$ cat src/rtl/twi_pkg.sv
// Shared types and constants for the TWI responder: FSM state encoding,
// bus acknowledge levels and the address-match helper.
package twi_pkg;

  localparam int   TWI_BYTE_W = 8;
  localparam logic TWI_ACK    = 1'b0;
  localparam logic TWI_NACK   = 1'b1;

  typedef enum logic [3:0] {
    ST_IDLE      = 4'd0,
    ST_ADDR      = 4'd1,
    ST_ADDR_ACK  = 4'd2,
    ST_PTR       = 4'd3,
    ST_PTR_ACK   = 4'd4,
    ST_WDATA     = 4'd5,
    ST_WDATA_ACK = 4'd6,
    ST_RDATA     = 4'd7,
    ST_RDATA_ACK = 4'd8,
    ST_IGNORE    = 4'd9
  } twi_state_e;

  function automatic logic twi_addr_match(input logic [6:0] addr_field,
                                          input logic [6:0] slave_addr);
    return (addr_field == slave_addr);
  endfunction

endpackage

$ cat src/rtl/twi_line_filter.sv
// Pad-line conditioner: 2-flop synchronizer, optional glitch filter
// (TWI_SLAVE_GLITCH_FILTER_EN) and rise/fall pulses of the accepted level.
module twi_line_filter
`ifdef TWI_SLAVE_GLITCH_FILTER_EN
#(
  parameter int FILTER_LEN = 3
)
`endif
(
  input  logic iClk,
  input  logic iResetN,
  input  logic iLine,
  output logic oLevel,
  output logic oRise,
  output logic oFall
);

  logic [1:0] r_sync;
  logic       r_prev;
  logic       w_level;

  // Two-flop synchronizer; idle bus level is high.
  always_ff @(posedge iClk or negedge iResetN) begin
    if (!iResetN) begin
      r_sync <= 2'b11;
    end else begin
      r_sync <= {r_sync[0], iLine};
    end
  end

`ifdef TWI_SLAVE_GLITCH_FILTER_EN
  localparam int CNT_W = (FILTER_LEN > 1) ? $clog2(FILTER_LEN) : 1;

  logic [CNT_W-1:0] r_cnt;
  logic             r_level;

  // Accept a new level only after FILTER_LEN consecutive differing samples.
  always_ff @(posedge iClk or negedge iResetN) begin
    if (!iResetN) begin
      r_cnt   <= '0;
      r_level <= 1'b1;
    end else if (r_sync[1] != r_level) begin
      if (r_cnt == CNT_W'(FILTER_LEN - 1)) begin
        r_cnt   <= '0;
        r_level <= r_sync[1];
      end else begin
        r_cnt <= r_cnt + {{(CNT_W-1){1'b0}}, 1'b1};
      end
    end else begin
      r_cnt <= '0;
    end
  end

  assign w_level = r_level;
`else
  assign w_level = r_sync[1];
`endif

  // Previous accepted level for edge detection.
  always_ff @(posedge iClk or negedge iResetN) begin
    if (!iResetN) begin
      r_prev <= 1'b1;
    end else begin
      r_prev <= w_level;
    end
  end

  assign oLevel = w_level;
  assign oRise  = w_level & ~r_prev;
  assign oFall  = ~w_level & r_prev;

endmodule

$ cat src/rtl/twi_slave_logic.sv
// TWI/I2C responder turning bus transfers into local register writes/reads
// with an auto-incrementing pointer. Optional input glitch filter: TWI_SLAVE_GLITCH_FILTER_EN.
module twi_slave_logic
  import twi_pkg::*;
#(
  parameter logic [6:0] SLAVE_ADDR = 7'h50
`ifdef TWI_SLAVE_GLITCH_FILTER_EN
  , parameter int FILTER_LEN = 3
`endif
)(
  input  logic                  iClk,
  input  logic                  iResetN,
  input  logic                  iScl,
  input  logic                  iSda,
  output logic                  oSdaLow,
  output logic                  oBusy,
  output logic                  oWrValid,
  output logic [TWI_BYTE_W-1:0] oWrAddr,
  output logic [TWI_BYTE_W-1:0] oWrData,
  output logic                  oRdStrobe,
  output logic [TWI_BYTE_W-1:0] oRdAddr,
  input  logic [TWI_BYTE_W-1:0] iRdData
);

  logic w_scl, w_scl_rise, w_scl_fall;
  logic w_sda, w_sda_rise, w_sda_fall;
  logic w_start, w_stop;

  twi_state_e            r_state, w_state_nxt;
  logic [2:0]            r_bit_cnt, w_bit_cnt_nxt;
  logic [6:0]            r_shift, w_shift_nxt;
  logic [6:0]            r_tx, w_tx_nxt;
  logic [TWI_BYTE_W-1:0] r_ptr, w_ptr_nxt;
  logic [TWI_BYTE_W-1:0] r_wr_addr, w_wr_addr_nxt;
  logic [TWI_BYTE_W-1:0] r_wr_data, w_wr_data_nxt;
  logic                  r_rw, w_rw_nxt;
  logic                  r_phase, w_phase_nxt;
  logic                  r_sda_low, w_sda_low_nxt;
  logic                  r_busy, w_busy_nxt;
  logic                  r_wr_valid, w_wr_valid_nxt;
  logic                  r_rd_strobe, w_rd_strobe_nxt;
  logic [TWI_BYTE_W-1:0] w_byte;

`ifdef TWI_SLAVE_GLITCH_FILTER_EN
  twi_line_filter #(.FILTER_LEN(FILTER_LEN)) u_scl_filter (
`else
  twi_line_filter u_scl_filter (
`endif
    .iClk    (iClk),
    .iResetN (iResetN),
    .iLine   (iScl),
    .oLevel  (w_scl),
    .oRise   (w_scl_rise),
    .oFall   (w_scl_fall)
  );

`ifdef TWI_SLAVE_GLITCH_FILTER_EN
  twi_line_filter #(.FILTER_LEN(FILTER_LEN)) u_sda_filter (
`else
  twi_line_filter u_sda_filter (
`endif
    .iClk    (iClk),
    .iResetN (iResetN),
    .iLine   (iSda),
    .oLevel  (w_sda),
    .oRise   (w_sda_rise),
    .oFall   (w_sda_fall)
  );

  assign w_start = w_sda_fall & w_scl;
  assign w_stop  = w_sda_rise & w_scl;
  assign w_byte  = {r_shift, w_sda};

  // State and datapath registers.
  always_ff @(posedge iClk or negedge iResetN) begin
    if (!iResetN) begin
      r_state     <= ST_IDLE;
      r_bit_cnt   <= 3'd0;
      r_shift     <= 7'd0;
      r_tx        <= 7'd0;
      r_ptr       <= 8'd0;
      r_wr_addr   <= 8'd0;
      r_wr_data   <= 8'd0;
      r_rw        <= 1'b0;
      r_phase     <= 1'b0;
      r_sda_low   <= 1'b0;
      r_busy      <= 1'b0;
      r_wr_valid  <= 1'b0;
      r_rd_strobe <= 1'b0;
    end else begin
      r_state     <= w_state_nxt;
      r_bit_cnt   <= w_bit_cnt_nxt;
      r_shift     <= w_shift_nxt;
      r_tx        <= w_tx_nxt;
      r_ptr       <= w_ptr_nxt;
      r_wr_addr   <= w_wr_addr_nxt;
      r_wr_data   <= w_wr_data_nxt;
      r_rw        <= w_rw_nxt;
      r_phase     <= w_phase_nxt;
      r_sda_low   <= w_sda_low_nxt;
      r_busy      <= w_busy_nxt;
      r_wr_valid  <= w_wr_valid_nxt;
      r_rd_strobe <= w_rd_strobe_nxt;
    end
  end

  // Next-state logic; START/STOP outrank any SCL edge in the same cycle.
  always_comb begin
    w_state_nxt     = r_state;
    w_bit_cnt_nxt   = r_bit_cnt;
    w_shift_nxt     = r_shift;
    w_tx_nxt        = r_tx;
    w_ptr_nxt       = r_ptr;
    w_wr_addr_nxt   = r_wr_addr;
    w_wr_data_nxt   = r_wr_data;
    w_rw_nxt        = r_rw;
    w_phase_nxt     = r_phase;
    w_sda_low_nxt   = r_sda_low;
    w_busy_nxt      = r_busy;
    w_wr_valid_nxt  = 1'b0;
    w_rd_strobe_nxt = 1'b0;

    if (w_stop) begin
      w_state_nxt   = ST_IDLE;
      w_sda_low_nxt = 1'b0;
      w_busy_nxt    = 1'b0;
      w_phase_nxt   = 1'b0;
    end else if (w_start) begin
      w_state_nxt   = ST_ADDR;
      w_bit_cnt_nxt = 3'd0;
      w_sda_low_nxt = 1'b0;
      w_phase_nxt   = 1'b0;
    end else begin
      case (r_state)
        ST_ADDR: begin
          if (w_scl_rise) begin
            w_shift_nxt   = w_byte[6:0];
            w_bit_cnt_nxt = r_bit_cnt + 3'd1;
            w_phase_nxt   = 1'b0;
            if (r_bit_cnt == 3'd7) begin
              w_rw_nxt = w_sda;
              if (twi_addr_match(w_byte[7:1], SLAVE_ADDR)) begin
                w_state_nxt = ST_ADDR_ACK;
                w_busy_nxt  = 1'b1;
              end else begin
                w_state_nxt = ST_IGNORE;
                w_busy_nxt  = 1'b0;
              end
            end else begin
              w_state_nxt = ST_ADDR;
            end
          end else begin
            w_state_nxt = ST_ADDR;
          end
        end

        // Phase 0: start ACK at the fall after bit 8; phase 1: end it at the next fall.
        ST_ADDR_ACK, ST_PTR_ACK, ST_WDATA_ACK: begin
          if (w_scl_fall && !r_phase) begin
            w_sda_low_nxt = ~TWI_ACK;
            w_phase_nxt   = 1'b1;
          end else if (w_scl_fall) begin
            w_phase_nxt   = 1'b0;
            w_bit_cnt_nxt = 3'd0;
            if (r_state == ST_ADDR_ACK && r_rw) begin
              w_state_nxt     = ST_RDATA;
              w_rd_strobe_nxt = 1'b1;
            end else begin
              w_state_nxt   = (r_state == ST_ADDR_ACK) ? ST_PTR : ST_WDATA;
              w_sda_low_nxt = 1'b0;
            end
          end else begin
            w_phase_nxt = r_phase;
          end
        end

        ST_PTR, ST_WDATA: begin
          if (w_scl_rise) begin
            w_shift_nxt   = w_byte[6:0];
            w_bit_cnt_nxt = r_bit_cnt + 3'd1;
            w_phase_nxt   = 1'b0;
            if (r_bit_cnt == 3'd7 && r_state == ST_PTR) begin
              w_ptr_nxt   = w_byte;
              w_state_nxt = ST_PTR_ACK;
            end else if (r_bit_cnt == 3'd7) begin
              w_wr_valid_nxt = 1'b1;
              w_wr_addr_nxt  = r_ptr;
              w_wr_data_nxt  = w_byte;
              w_ptr_nxt      = r_ptr + 8'd1;
              w_state_nxt    = ST_WDATA_ACK;
            end else begin
              w_state_nxt = r_state;
            end
          end else begin
            w_state_nxt = r_state;
          end
        end

        // The strobe cycle captures iRdData and puts its MSB on the bus.
        ST_RDATA: begin
          if (r_rd_strobe) begin
            w_tx_nxt      = iRdData[6:0];
            w_sda_low_nxt = ~iRdData[7];
            w_ptr_nxt     = r_ptr + 8'd1;
            w_bit_cnt_nxt = 3'd0;
          end else if (w_scl_fall && r_bit_cnt == 3'd7) begin
            w_sda_low_nxt = 1'b0;
            w_phase_nxt   = 1'b0;
            w_state_nxt   = ST_RDATA_ACK;
          end else if (w_scl_fall) begin
            w_sda_low_nxt = ~r_tx[6];
            w_tx_nxt      = {r_tx[5:0], 1'b0};
            w_bit_cnt_nxt = r_bit_cnt + 3'd1;
          end else begin
            w_tx_nxt = r_tx;
          end
        end

        ST_RDATA_ACK: begin
          if (w_scl_rise && !r_phase) begin
            if (w_sda == TWI_NACK) begin
              w_state_nxt = ST_IGNORE;
            end else begin
              w_phase_nxt = 1'b1;
            end
          end else if (w_scl_fall && r_phase) begin
            w_phase_nxt     = 1'b0;
            w_rd_strobe_nxt = 1'b1;
            w_state_nxt     = ST_RDATA;
          end else begin
            w_phase_nxt = r_phase;
          end
        end

        ST_IDLE, ST_IGNORE: begin
          w_sda_low_nxt = 1'b0;
        end

        default: begin
          w_state_nxt   = ST_IDLE;
          w_sda_low_nxt = 1'b0;
          w_busy_nxt    = 1'b0;
        end
      endcase
    end
  end

  assign oSdaLow   = r_sda_low;
  assign oBusy     = r_busy;
  assign oWrValid  = r_wr_valid;
  assign oWrAddr   = r_wr_addr;
  assign oWrData   = r_wr_data;
  assign oRdStrobe = r_rd_strobe;
  assign oRdAddr   = r_ptr;

endmodule

$ cat config.mk
export PLATFORM = sky130hd
export DESIGN_NAME = twi_slave_logic
export DESIGN_NICKNAME = d
export VERILOG_FILES = /design/src/rtl/twi_pkg.sv /design/src/rtl/twi_line_filter.sv /design/src/rtl/twi_slave_logic.sv
export SDC_FILE = /design/constraint.sdc
export NUM_CORES = 1
export LEC_CHECK = 0
export CORE_ASPECT_RATIO = 2
export CORE_MARGIN = 2
export CORE_UTILIZATION = 50
export DETAILED_ROUTE_END_ITERATION = 8
export GPL_TIMING_DRIVEN = 0
export PLACE_DENSITY = 0.81
export SYNTH_ARGS = -nofsm -noshare
export SYNTH_HDL_FRONTEND = slang
export SYNTH_SLANG_ARGS = --single-unit
export TNS_END_PERCENT = 1
$ cat constraint.sdc
create_clock -name iClk -period 5.7 [get_ports iClk]
set_input_delay 0.57 -clock iClk [delete_from_list [all_inputs] [get_ports iClk]]
set_output_delay 0.57 -clock iClk [all_outputs]
set_load 0.01 [all_outputs]
==> results of run 1 <==
==> cell usage after synthesis (all sizes together), types with 7 or more instances <==
cell type | n | area (sq um)
nor2 | 15 | 56.3
inv | 7 | 26.3
clkbuf | 9 | 33.8
buf | 13 | 87.6
mux2 | 24 | 270
mux2i | 9 | 90.1
a21oi | 26 | 130
o21ai | 21 | 105
nand3 | 10 | 50.1
nand2 | 36 | 135
o22ai | 7 | 43.8
dfrtp | 51 | 1280
nand2b | 7 | 43.8
==> power by group <==
part	internal, mW	total (mW)	leakage [nW]	switching, mW
combinational	0.0873	0.209	0.812	0.122
sequential	0.442	0.484	0.729	0.0419
clock	0.292	0.465	0.124	0.173
total	0.821	1.16	1.66	0.337
==> final timing paths <==
check | endpoint | depth (start not counted) | start
min | oBusy$_DFFE_PN0P_ | 1 | iResetN
min reg2reg | u_scl_filter.r_sync[1]$_DFF_PN1_ | 0 | u_scl_filter.r_sync[0]$_DFF_PN1_
max | r_bit_cnt[1]$_DFFE_PN0P_ | 9 | r_bit_cnt[0]$_DFFE_PN0P_
min in group iClk | u_scl_filter.r_sync[1]$_DFF_PN1_ | 0 | u_scl_filter.r_sync[0]$_DFF_PN1_
max in group asynchronous | u_sda_filter.r_sync[0]$_DFF_PN1_ | 2 | iResetN
max reg2reg | r_bit_cnt[1]$_DFFE_PN0P_ | 9 | r_bit_cnt[0]$_DFFE_PN0P_
==> kinds of logic after synthesis <==
kind of cell               after synthesis
adders and majority gates                4
AOI/OAI and AO/OA                       86
xor gates and xnor gates                 1
buffers and inverters                   29
muxes                                   33
and+or+nand+nor                         95
DFF                                     57
==> per-layer routing <==
metal | GRT usage | vias to the layer above | wire, um
met1 | 0.274 | 1270 | 2820
met5 | 0 | - | 0
li1 | - | 1215 | -
met2 | 0.434 | 131 | 4310
met4 | 0.196 | 0 | 541
met3 | 0.0585 | 44 | 440
==> stage by stage <==
stage | util | hold slack [ns] | total power, mW
after global routing | 0.642 | 0.222 | 1.21
after CTS | 0.642 | 0.196 | 1.17
after detailed placement | 0.598 | 0.348 | 0.696
after global placement | 0.596 | 0.346 | 0.690
final | 0.642 | 0.190 | 1.16
after floorplan | - | 0.274 | 0.619
==> flip-flops by register name (all words and copies together), names as in the netlist, 2 cells and up <==
register,cells
oRdAddr,8
oWrData,8
r_bit_cnt,3
r_state,4
r_shift,7
u_sda_filter.r_sync,2
r_tx,7
oWrAddr,8
u_scl_filter.r_sync,2
==> area by class of cell <==
type / count / area (sq um)
fillers: 475 / 2130
multi-input cells: 219 / 1500
flip-flops and latches: 57 / 1430
repair buffers: 40 / 405
clock buffers: 13 / 240
plain buffers: 22 / 121
well taps: 63 / 78.8
inverters: 7 / 26.3
clock inverters: 3 / 17.5
==> worst register-to-register path, cell delays in order, from the launching register on <==
cell and delay, ns:
dfrtp_1 0.40, ha_1 0.22, ha_1 0.18, clkbuf_1 0.23, nor3b_1 0.38, o21ai_0 0.14
a221o_1 0.40, o21ai_1 0.20, nand2_1 0.10, a22o_1 0.19
==> summary.txt, run 1 <==
GRT
  – GR Overflow Total: 0
  – Largest net degree at the start of global routing: 40
  – Number of global-route vias before repair: 2698
  – First-pass GRT wire length: 13200 um
  – Initial antenna violation count: 0
  – All-layer global routing usage: 0.260

Floorplan
  – Cell row count: 40
  – Starting density of the core: 0.517
  – Core region area: 0.00596 sq mm
  – Die height: 115 um
  – Full die area: 0.00684 sq mm
  – Die X: 59.5 um
  – Io pins: 40

Place
  – GP Congestion: 0.959
  – IO buf count: 39
  – Post-DP HPWL: 5850 um
  – Placed Area: 0.00356 sq mm
  – Placed cell count: 408
  – Dpl ws: 3.15 ns

Synth
  – Syn_nets: 321
  – Post-synthesis cell count: 305
  – Unique masters post-synth: 62
  – Asr flop ratio synth: 1.00
  – Area share of and/or/nand/nor cells after synthesis: 0.165
  – Largest family of logic cells by synthesized area: compound AO/OA/AOI/OAI gates
  – Synthesis-stage register bit count: 57
  – Mean Syn Cell Area: 10.1 sq um
  – Most used flip-flop cell after synthesis: dfrtp_1
  – Synth warn: 0
  – Compound-Gate Fraction of Synth Area: 0.185
  – Xor/xnor share of the synthesized area: 0.00284
  – Post-synth EDFFs: 0
  – Sequential share of the synthesized area: 0.466
  – Syn Std Cell Area: 0.00308 sq mm
  – Multiplexer share of the synthesized area: 0.117
  – Adder-cell share of the synthesized area: 0.0163

STA
  – Final Skew: 0.00828 ns
  – Period utilization: 0.451
  – Endpoints failing hold: 0
  – Setup TNS: 0 ns
  – Tmin final: 2.57 ns
  – Unrepaired setup endpoints after global routing: no
  – Final setup fails: 0
  – Fmax: 389 MHz
  – Final WS setup: 3.13 ns
  – Fin. max-slew vios: 0
  – Worst slew margin: 0.548
  – Worst Tran Pin Value: 0.672 ns

Clocking
  – PostCTS Resize Cnt: 0
  – CTS buffer count: 9
  – Clock Pin Slew Worst Setup and Hold Paths: 0.05 ns
  – Clk Latency, worst-skew pair: 0.33 ns
  – Root Driver: clkbuf_16
  – Clk buf depth: 2
  – CTS tree: done
  – Post-CTS setup buffers: 0
  – Clk sinks: 57
  – CTS hold repair buffers: 0
  – H-tree levels: 3

Layout
  – Commonest non-fill, non-tap cell in the layout: dfrtp_1
  – ANT cells: 0
  – Area growth syn-to-layout: 24.1%
  – Fin nets: 372
  – Fraction of layout cells with a size suffix above 1: 0.166
  – Fin area: 0.00382 sq mm
  – Post-Layout Cell Count: 424
  – Most frequent cells in the layout: dfrtp_1, clkdlybuf4s50_1, nand2_1, a21oi_1, mux2_2

Critical path
  – CP Capture Type: register
  – Worst Setup Start Kind: register
  – Crit Path Class: register to register
  – Worst path most repeated cell: ha_1
  – Critical path's slowest cell: dfrtp_1
  – Largest delay share family, worst path: compound AO/OA/AOI/OAI gates
  – Reg2Reg Setup Slack: 3.13 ns
  – Crit path cell chain: ha_1, ha_1, clkbuf_1, nor3b_1, o21ai_0, a221o_1, o21ai_1, nand2_1, a22o_1
  – Buffers & Inverters on Critical Path: 1
  – Largest stage delay, worst path: 0.40 ns
  – Worst Path Max Fanout: 8
  – Worst path required time: 5.91 ns
  – WP data arrival: 2.78 ns

Route
  – DRT antenna net count: 0
  – Pre-antenna DRT Iters: 5
  – WL final: 8120 um
  – Via density: 6.27
  – Vias: 2660
  – WL/cell: 19.1 um
  – DRT iter0 DRCs: 138
  – Post-route DRC: 0

Pwr
  – Max VDD drop: 0.259 mV
  – Leakage: 1.66 nW
  – Pwr per Cell Area: 303 mW/mm^2

Status
  – Status: completed

Job
  – Maxcap violations: 0

Hold path
  – Hold WC Path Type: input pin to async pin
Note: power is estimated with default switching activity, not from simulation.
==> run 2, diff against run 1 <==
--- a/config.mk
+++ b/config.mk
@@ -10,7 +10,7 @@
 export CORE_UTILIZATION = 50
 export DETAILED_ROUTE_END_ITERATION = 8
 export GPL_TIMING_DRIVEN = 0
-export PLACE_DENSITY = 0.81
+export PLACE_DENSITY = 0.84
 export SYNTH_ARGS = -nofsm -noshare
 export SYNTH_HDL_FRONTEND = slang
 export SYNTH_SLANG_ARGS = --single-unit
==> constraint.sdc (replaced) <==
create_clock -name iClk -period 2.2 [get_ports iClk]
set_input_delay 0.22 -clock iClk [delete_from_list [all_inputs] [get_ports iClk]]
set_output_delay 0.22 -clock iClk [all_outputs]
set_load 0.01 [all_outputs]
==> run 2 against run 1 <==
  * Die area unchanged
  * Routed wire length increased by 7.3%
  * Clock-buffer cell count shrank 4
  * Non-clock buffer count rose by 4
  * Fmax up 20%
  * Sequential share of layout area shrank 2.0 points
==> summary.txt, run 2 (same netlist as run 1, synthesis figures left out) <==
Critical path
  – Reg2Reg Depth: 8 (was 9)
  – Reg2Reg Setup Slack: 0.07 ns (was 3.13 ns)
  – Critical path's slowest cell: or3b_2 (was dfrtp_1)
  – Largest stage delay, worst path: 0.46 ns (was 0.40 ns)
  – Buffers & Inverters on Critical Path: 0 (was 1)
  – CP Capture Type: register (unchanged)
  – Worst path most repeated cell: ha_4 (was ha_1)
  – Number of cells on the critical path: 8 (was 9)
  – Worst Setup Start Kind: register (unchanged)
  – Worst path required time: 2.46 ns (was 5.91 ns)
  – Crit path cell chain: ha_4, ha_4, or3b_2, a211oi_2, o21ai_0, nor4b_4, mux2i_1, a21oi_1 (was ha_1, ha_1, clkbuf_1, nor3b_1, o21ai_0, a221o_1, o21ai_1, nand2_1, a22o_1)
  – Crit Path Class: register to register (unchanged)
  – WP data arrival: 2.39 ns (was 2.78 ns)
  – Largest delay share family, worst path: simple AND/OR/NAND/NOR gates (was compound AO/OA/AOI/OAI gates)
  – Worst Path Max Fanout: 7 (was 8)

GRT
  – Met2 layer usage reported by global route: 0.470 (was 0.434)
  – Met3 Track Usage GR: 0.0664 (was 0.0585)
  – GR Overflow Total: 0 (unchanged)
  – Initial antenna violation count: 0 (unchanged)
  – All-layer global routing usage: 0.271 (was 0.260)
  – Met1 Usage GRT: 0.275 (was 0.274)
  – Largest net degree at the start of global routing: 41 (was 40)
  – First-pass GRT wire length: 13600 um (was 13200 um)
  – GR peak layer: met2 (unchanged)
  – Number of global-route vias before repair: 2738 (was 2698)

Route
  – DRT antenna net count: 0 (unchanged)
  – WL/cell: 20.3 um (was 19.1 um)
  – Post-route DRC: 0 (unchanged)
  – Pre-antenna DRT Iters: 6 (was 5)
  – Vias: 2689 (was 2660)
  – DRT iter0 DRCs: 165 (was 138)
  – WL final: 8710 um (was 8120 um)
  – Via density: 6.28 (was 6.27)

Layout
  – Fraction of layout cells with a size suffix above 1: 0.216 (was 0.166)
  – Area growth syn-to-layout: 31.2% (was 24.1%)
  – Fin nets: 376 (was 372)
  – ANT cells: 0 (unchanged)
  – Most frequent cells in the layout: dfrtp_1, clkdlybuf4s50_1, nand2_1, a21oi_1, mux2_2 (unchanged)
  – Commonest non-fill, non-tap cell in the layout: dfrtp_1 (unchanged)
  – Fin area: 0.00404 sq mm (was 0.00382 sq mm)

Hold path
  – Hold depth: 1
  – Hold WC Path Type: input pin to register (was input pin to async pin)

Clocking
  – Clk Latency, worst-skew pair: 0.33 ns (about the same)
  – Clk sinks: 57 (unchanged)
  – CTS buffer count: 9 (unchanged)
  – Root Driver: clkbuf_16 (unchanged)
  – Clk buf depth: 2 (unchanged)
  – CTS tree: done (unchanged)
  – Clock Pin Slew Worst Setup and Hold Paths: 0.05 ns (about the same)
  – H-tree levels: 3 (unchanged)

Pwr
  – Clock share of power: 0.482 (was 0.402)
  – Switch Pwr: 0.958 mW (was 0.337 mW)
  – Leakage: 1.76 nW (was 1.66 nW)
  – Internal power component: 2.61 mW (was 0.821 mW)
  – Logic gate share of total power: 0.162 (was 0.181)
  – Pwr per Cell Area: 884 mW/mm^2 (was 303 mW/mm^2)
  – Max VDD drop: 1.02 mV (was 0.259 mV)
  – Seq pwr share: 0.355 (was 0.418)
  – Sw frac: 0.268 (was 0.291)

Place
  – Post-DP HPWL: 5940 um (was 5850 um)
  – IO buf count: 39 (unchanged)
  – GP Congestion: 0.950 (was 0.959)
  – Dpl ws: -0.281 ns (was 3.15 ns)
  – Placed Area: 0.00356 sq mm (unchanged)

STA
  – Final setup fails: 0 (unchanged)
  – Setup TNS: 0 ns (unchanged)
  – Final Skew: 0.00620 ns (was 0.00828 ns)
  – Worst slew margin: 0.591 (was 0.548)
  – Final WS setup: 0.0661 ns (was 3.13 ns)
  – Endpoints failing hold: 0 (unchanged)
  – Period utilization: 0.970 (was 0.451)
  – Tmin final: 2.13 ns (was 2.57 ns)
  – Fmax: 469 MHz (was 389 MHz)
  – Worst Tran Pin Value: 0.613 ns (was 0.672 ns)
  – Fin. max-slew vios: 0 (unchanged)

Floorplan
  – Die X: 59.5 um (unchanged)
  – Io pins: 40 (unchanged)
  – Starting density of the core: 0.517 (unchanged)
  – Die height: 115 um (unchanged)
  – Core region area: 0.00596 sq mm (unchanged)
  – Cell row count: 40 (unchanged)
  – Full die area: 0.00684 sq mm (unchanged)

Status
  – Status: completed (unchanged)

Job
  – Maxcap violations: 0 (unchanged)
-- run 2: changes by cell type in the layout (fill, tap and decap cells not counted), sizes merged --
cell and change:
buf +4, dlygate4sd3 +1, clkinv +1, bufinv +4, clkbuf -5, clkinvlp -1
-- run 2: final cells by class --
cell class,instances,area (sq um)
Buffer,21,124
Clock buffer,9,225
Clock inverter,7,143
Fill cell,416,1920
Inverter,7,26.3
Multi-Input combinational cell,219,1560
Sequential cell,57,1430
Tap cell,63,78.8
Timing Repair Buffer,45,445
-- run 2: power by group through the flow --
stage                     Clock [mW]  Sequential (mW)  Combinational, mW
after floorplan                    0             1.23              0.379
after global placement             0             1.26              0.519
after detailed placement           0             1.27              0.536
after CTS                       1.74             1.25              0.549
after global routing            1.78             1.28              0.624
final                           1.72             1.27              0.579
-- run 2: per-layer routing --
metal,vias to the layer above,share of wire
li1,1225,-
met1,1317,0.35
met2,111,0.55
met3,36,0.046
met4,0,0.048
met5,-,0
-- run 2: stage by stage --
stage,cells,utilization,total power [mW],hold WS (ns)
6_report,428,0.678,3.57,0.291
5_1_grt,428,0.678,3.68,0.286
3_3_place_gp,407,0.596,1.78,0.346
4_1_cts,427,0.667,3.54,0.287
2_1_floorplan,305,-,1.60,-0.0756
3_5_place_dp,408,0.598,1.80,0.184
-- run 2: what timing repair did --
action / in CTS / in global routing
endpoints found under the setup margin: 25 / 11
hold buffers: 1 / 0
setup buffers: 3 / 1
resized for setup: 3 / 15
pin swaps: 2 / 4
hold endpoints to repair: 17 / 0
-- run 2: final timing paths --
| kind | end | start |
|---|---|---|
| min reg2reg | u_sda_filter.r_sync[1]$_DFF_PN1_ | u_sda_filter.r_sync[0]$_DFF_PN1_ |
| min in group asynchronous | r_state[1]$_DFFE_PN0P_ | iResetN |
| max in group asynchronous | u_scl_filter.r_sync[0]$_DFF_PN1_ | iResetN |
| min | u_sda_filter.r_sync[0]$_DFF_PN1_ | iSda |
| max | r_state[0]$_DFFE_PN0P_ | r_bit_cnt[0]$_DFFE_PN0P_ |
| max reg2reg | r_state[0]$_DFFE_PN0P_ | r_bit_cnt[0]$_DFFE_PN0P_ |
==> run 3, diff against run 2 <==
--- a/config.mk
+++ b/config.mk
@@ -6,12 +6,12 @@
 export NUM_CORES = 1
 export LEC_CHECK = 0
 export CORE_ASPECT_RATIO = 2
-export CORE_MARGIN = 2
 export CORE_UTILIZATION = 50
+export CTS_BUF_LIST = sky130_fd_sc_hd__clkbuf_8 sky130_fd_sc_hd__clkbuf_16
 export DETAILED_ROUTE_END_ITERATION = 8
 export GPL_TIMING_DRIVEN = 0
 export PLACE_DENSITY = 0.84
 export SYNTH_ARGS = -nofsm -noshare
 export SYNTH_HDL_FRONTEND = slang
 export SYNTH_SLANG_ARGS = --single-unit
-export TNS_END_PERCENT = 1
+export TNS_END_PERCENT = 100
==> run 3 against run 2 <==
  * Via count increased by 1.3%
  * Clock power down 10%
  * Largest power group unchanged
  * Sequential share of layout area decreased by 0.22 points
  * Routed wire length is 1.3% lower
  * Combinational power grew 9.0%
  * Fmax down 2.1%
  * Total power shrank 4.0%
  * Clock-buffer cell count grew 2
  * Critical endpoint is now r_bit_cnt[1]$_DFFE_PN0P_
==> summary.txt, run 3 (same netlist as run 1, synthesis figures left out) <==
Pwr
  – Leakage: 1.77 nW (was 1.76 nW)
  – Pwr per Cell Area: 843 mW/mm^2 (was 884 mW/mm^2)
  – Max VDD drop: 0.662 mV (was 1.02 mV)

STA
  – Fmax: 459 MHz (was 469 MHz)
  – Final setup fails: 0 (unchanged)
  – Fin. max-slew vios: 0 (unchanged)
  – Endpoints failing hold: 0 (unchanged)
  – Unrepaired setup endpoints after global routing: yes
  – Tmin final: 2.18 ns (was 2.13 ns)
  – Period utilization: 0.991 (was 0.970)
  – Final WS setup: 0.0208 ns (was 0.0661 ns)
  – Final Skew: 0.0110 ns (was 0.00620 ns)
  – Worst slew margin: 0.518 (was 0.591)
  – Worst Tran Pin Value: 0.716 ns (was 0.613 ns)

Route
  – Highest Signal Layer: met4 (unchanged)
  – Via density: 6.27 (was 6.28)
  – WL met3: 383 um (was 401 um)
  – WL/cell: 19.8 um (was 20.3 um)
  – Metal2 WL: 4720 um (was 4820 um)
  – M1 wire length: 2940 um (was 3060 um)
  – Post-route DRC: 0 (unchanged)
  – Vias: 2723 (was 2689)
  – DRT iter0 DRCs: 145 (was 165)
  – Pre-antenna DRT Iters: 4 (was 6)
  – DRT antenna net count: 0 (unchanged)
  – WL final: 8600 um (was 8710 um)

Floorplan
  – Io pins: 40 (unchanged)
  – Die height: 113 um (was 115 um)
  – Core region area: 0.00596 sq mm (unchanged)
  – Starting density of the core: 0.517 (unchanged)
  – Full die area: 0.00650 sq mm (was 0.00684 sq mm)
  – Cell row count: 40 (unchanged)
  – Die X: 57.5 um (was 59.5 um)

Clocking
  – CTS tree: done (unchanged)
  – H-tree levels: 3 (unchanged)
  – Clk Latency, worst-skew pair: 0.34 ns (was 0.33 ns)
  – Clk buf depth: 2 (unchanged)
  – Clk sinks: 57 (unchanged)
  – Clock Pin Slew Worst Setup and Hold Paths: 0.06 ns (was 0.05 ns)
  – Root Driver: clkbuf_16 (unchanged)
  – CTS buffer count: 9 (unchanged)

Critical path
  – RR Startpoint: r_bit_cnt[0]$_DFFE_PN0P_ (unchanged)
  – Critical path's slowest cell: dfrtp_1 (was or3b_2)
  – Worst path required time: 2.42 ns (was 2.46 ns)
  – Crit Path Class: register to register (unchanged)
  – Worst Setup Start Kind: register (unchanged)
  – Worst Path Max Fanout: 5 (was 7)
  – Worst path most repeated cell: ha_4 (unchanged)
  – Reg2Reg Setup Slack: 0.02 ns (was 0.07 ns)
  – WP data arrival: 2.40 ns (was 2.39 ns)
  – CP Capture Type: register (unchanged)
  – Crit path cell chain: ha_4, ha_4, nor3b_2, o21ai_0, a221o_1, o21ai_2, nand2_1, a22o_1 (was ha_4, ha_4, or3b_2, a211oi_2, o21ai_0, nor4b_4, mux2i_1, a21oi_1)
  – Largest stage delay, worst path: 0.42 ns (was 0.46 ns)
  – Reg2Reg Depth: 8 (unchanged)
  – End of the worst register-to-register path: r_bit_cnt[1]$_DFFE_PN0P_ (was r_state[0]$_DFFE_PN0P_)

GRT
  – First-pass GRT wire length: 13500 um (was 13600 um)
  – Initial antenna violation count: 0 (unchanged)
  – Number of global-route vias before repair: 2759 (was 2738)
  – All-layer global routing usage: 0.283 (was 0.271)
  – GR Overflow Total: 0 (unchanged)
  – Largest net degree at the start of global routing: 39 (was 41)

Place
  – IO buf count: 39 (unchanged)
  – Dpl ws: -0.290 ns (was -0.281 ns)
  – Post-DP HPWL: 5870 um (was 5940 um)
  – GP Congestion: 0.994 (was 0.950)
  – Placed cell count: 408 (unchanged)

Hold path
  – HP Start: iSda (unchanged)
  – Hold depth: 1 (unchanged)
  – Worst Hold End: u_sda_filter.r_sync[0]$_DFF_PN1_ (unchanged)
  – Hold WC Path Type: input pin to register (unchanged)

Job
  – Maxcap violations: 0 (unchanged)

Layout
  – Fin nets: 382 (was 376)
  – Most frequent cells in the layout: dfrtp_1, clkdlybuf4s50_1, nand2_1, a21oi_1, mux2_2 (unchanged)
  – ANT cells: 0 (unchanged)
  – Fraction of layout cells with a size suffix above 1: 0.240 (was 0.216)
  – Area growth syn-to-layout: 32.0% (was 31.2%)
  – Post-Layout Cell Count: 434 (was 428)
  – Commonest non-fill, non-tap cell in the layout: dfrtp_1 (unchanged)

Status
  – Status: completed (unchanged)
-- run 3: changes by cell type in the layout (fill, tap and decap cells not counted), sizes merged --
cell      before  now
bufinv         4    2
clkinv         3    2
buf           19   23
clkbuf        17   21
clkinvlp       0    1
-- run 3: area by class of cell --
class | instances | area [sq um]
plain buffers | 21 | 125
clock buffers | 11 | 253
clock inverters | 5 | 77.6
fillers | 417 | 1890
inverters | 7 | 26.3
multi-input cells | 219 | 1580
flip-flops and latches | 57 | 1430
well taps | 63 | 78.8
repair buffers | 51 | 490
-- run 3: stage by stage --
stage               instance area, sq um  hold WS, ns  setup TNS [ns]  total power, mW   util
finish                              4060        0.295               0             3.43  0.682
global placement                    3550        0.346          -43.72             1.79  0.596
CTS                                 3960        0.288         -0.0396             3.37  0.664
detailed placement                  3560        0.211           -3.25             1.81  0.598
floorplan                           3080      -0.0756               0             1.60      -
global route                        4060        0.298          -0.191             3.54  0.682
-- run 3: where the power goes --
part / internal (mW) / leakage [nW] / switching [mW]
Combinational: 0.273 / 0.876 / 0.357
Clock: 1.05 / 0.162 / 0.488
Sequential: 1.14 / 0.729 / 0.116
Total: 2.46 / 1.77 / 0.962
-- run 3: routing by layer --
layer | track usage | vias to the layer above
met1 | 0.279 | 1316
met5 | 0 | -
met2 | 0.495 | 123
met3 | 0.0617 | 48
met4 | 0.213 | 0
li1 | - | 1236
-- run 3: repair_timing --
item | in CTS | in global routing
resized for setup | 7 | 18
endpoints found under the setup margin | 24 | 15
endpoints found under the hold margin | 13 | 0
hold buffers | 1 | 0
pin swaps | 4 | 6
setup buffers | 4 | 7
-- run 3: worst max-delay path by stage --
stage | slack, ns | to | startpoint
after floorplan | 0.06 | r_bit_cnt[2]$_DFFE_PN0P_ | r_bit_cnt[0]$_DFFE_PN0P_
after global placement | -0.79 | oWrAddr[4]$_DFFE_PN0P_ | iResetN
after detailed placement | -0.29 | r_bit_cnt[1]$_DFFE_PN0P_ | r_bit_cnt[0]$_DFFE_PN0P_
after CTS | -0.02 | r_bit_cnt[1]$_DFFE_PN0P_ | r_bit_cnt[0]$_DFFE_PN0P_
after global routing | -0.06 | r_bit_cnt[1]$_DFFE_PN0P_ | r_bit_cnt[1]$_DFFE_PN0P_
final | 0.02 | r_bit_cnt[1]$_DFFE_PN0P_ | r_bit_cnt[0]$_DFFE_PN0P_
-- run 3: worst max-delay path: cells and delay by family (launching register included) --
family          cells  cell delay [ns]
compound gates      4             0.95
flops               1             0.42
fa+ha+maj           2             0.38
simple gates        2             0.31
==> RTL change (config.mk and constraints of run 1) <==
Take the reset off `r_shift`, `r_tx`, `r_wr_addr` and `r_wr_data` and load them in a clocked block of their own.
--- a/src/rtl/twi_slave_logic.sv
+++ b/src/rtl/twi_slave_logic.sv
@@ -77,9 +77,5 @@
       r_state     <= ST_IDLE;
       r_bit_cnt   <= 3'd0;
-      r_shift     <= 7'd0;
-      r_tx        <= 7'd0;
       r_ptr       <= 8'd0;
-      r_wr_addr   <= 8'd0;
-      r_wr_data   <= 8'd0;
       r_rw        <= 1'b0;
       r_phase     <= 1'b0;
@@ -91,9 +87,5 @@
       r_state     <= w_state_nxt;
       r_bit_cnt   <= w_bit_cnt_nxt;
-      r_shift     <= w_shift_nxt;
-      r_tx        <= w_tx_nxt;
       r_ptr       <= w_ptr_nxt;
-      r_wr_addr   <= w_wr_addr_nxt;
-      r_wr_data   <= w_wr_data_nxt;
       r_rw        <= w_rw_nxt;
       r_phase     <= w_phase_nxt;
@@ -103,4 +95,11 @@
       r_rd_strobe <= w_rd_strobe_nxt;
     end
+  end
+
+  always_ff @(posedge iClk) begin
+    r_shift   <= w_shift_nxt;
+    r_tx      <= w_tx_nxt;
+    r_wr_addr <= w_wr_addr_nxt;
+    r_wr_data <= w_wr_data_nxt;
   end
 
Behaviour: same outputs for any inputs over 10 cycles, from zero or initial values and one cycle with iResetN low; that may be too few to reach the edited logic, so the function may still have changed.
==> RTL change against run 1 <==
Combinational power is 27% lower; sequential power is 3% lower; synthesized cell count is 19% lower; sequential cell count stayed put; clock power is 11% lower; wire length is 15% lower; area after synthesis is 8.0% lower; critical path depth is 3 lower; cell area is 7.7% lower; power is 11% lower; first-iteration DRC count is 47% lower; highest routed layer unchanged; via count is 18% lower; setup slack worse by 0.052 ns.
==> RTL change: results <==
group,metric,value,unit
sta,max_slew_margin,0.340,
global_route,grt_pass1_wl,11.0,mm
global_route,met1_usage,0.226,
setup_path,rrSetupSlack,3.08,ns
drt,met1_length,2.41,mm
synthesis,synth-edff-count,30,
sta,fin_skew,0.00624,ns
placement,gp_congestion,0.943,
synthesis,yosysSeqAreaShare,0.559,
setup_path,crit_path_max_incr_delay,0.74,ns
global_route,grt_pass1_vias,2204,
pwr,p_clk,0.413,mW
synthesis,synth_cell_types,59,
synthesis,synth_xor_area_frac,0.00309,
pwr,pwr-share-seq,0.453,
pwr,power_density,293,nW/um^2
setup_path,critPathSlowestCell,"nor4b_2",
synthesis,synth_compound_area_frac,0.149,
run_status,run_status,"completed",
clock_tree,clk_latency,0.35,ns
setup_path,critPathTopFamily,"simple AND/OR/NAND/NOR gates",
setup_path,cp-endpoint,"oWrData[0]$_DFFE_PP_",
drt,drtIter0Drc,73,
pwr,p_leak,1.33,nW
setup_path,cp_max_fo,9,
synthesis,synth_common_cells,"30 x edfxtp_1, 21 x a21oi_1, 21 x dfrtp_1",
global_route,grt_usage,0.238,
drt,wl_met2,3.85,mm
-- RTL change: final cells by class --
class / count / area [um^2]
tap: 60 / 75.1
multi-input combinational: 170 / 1170
clock buffer: 10 / 138
timing repair buffer: 40 / 393
inverter: 5 / 18.8
clock inverter: 6 / 81.3
buffer: 15 / 71.3
sequential: 57 / 1580
fill: 425 / 1940
-- RTL change: through the flow --
step	setup slack (ns)	hold WS, ns	cell area (um^2)	instances	total power, mW
6_report	3.08	0.249	3530	363	1.03
4_1_cts	3.10	0.357	3530	363	1.04
2_1_floorplan	2.51	0.274	2830	247	0.580
3_5_place_dp	3.11	0.348	3310	347	0.627
5_1_grt	2.97	0.289	3530	363	1.08
3_3_place_gp	1.64	0.346	3300	346	0.626
-- RTL change: kinds of logic (layout without fill, tap and decap cells) --
family,after synthesis,count (layout)
compound gates,62,62
xor+xnor,1,1
fa+ha+maj,5,5
buf+inv,20,76
flops,57,57
mux,14,14
simple gates,88,88
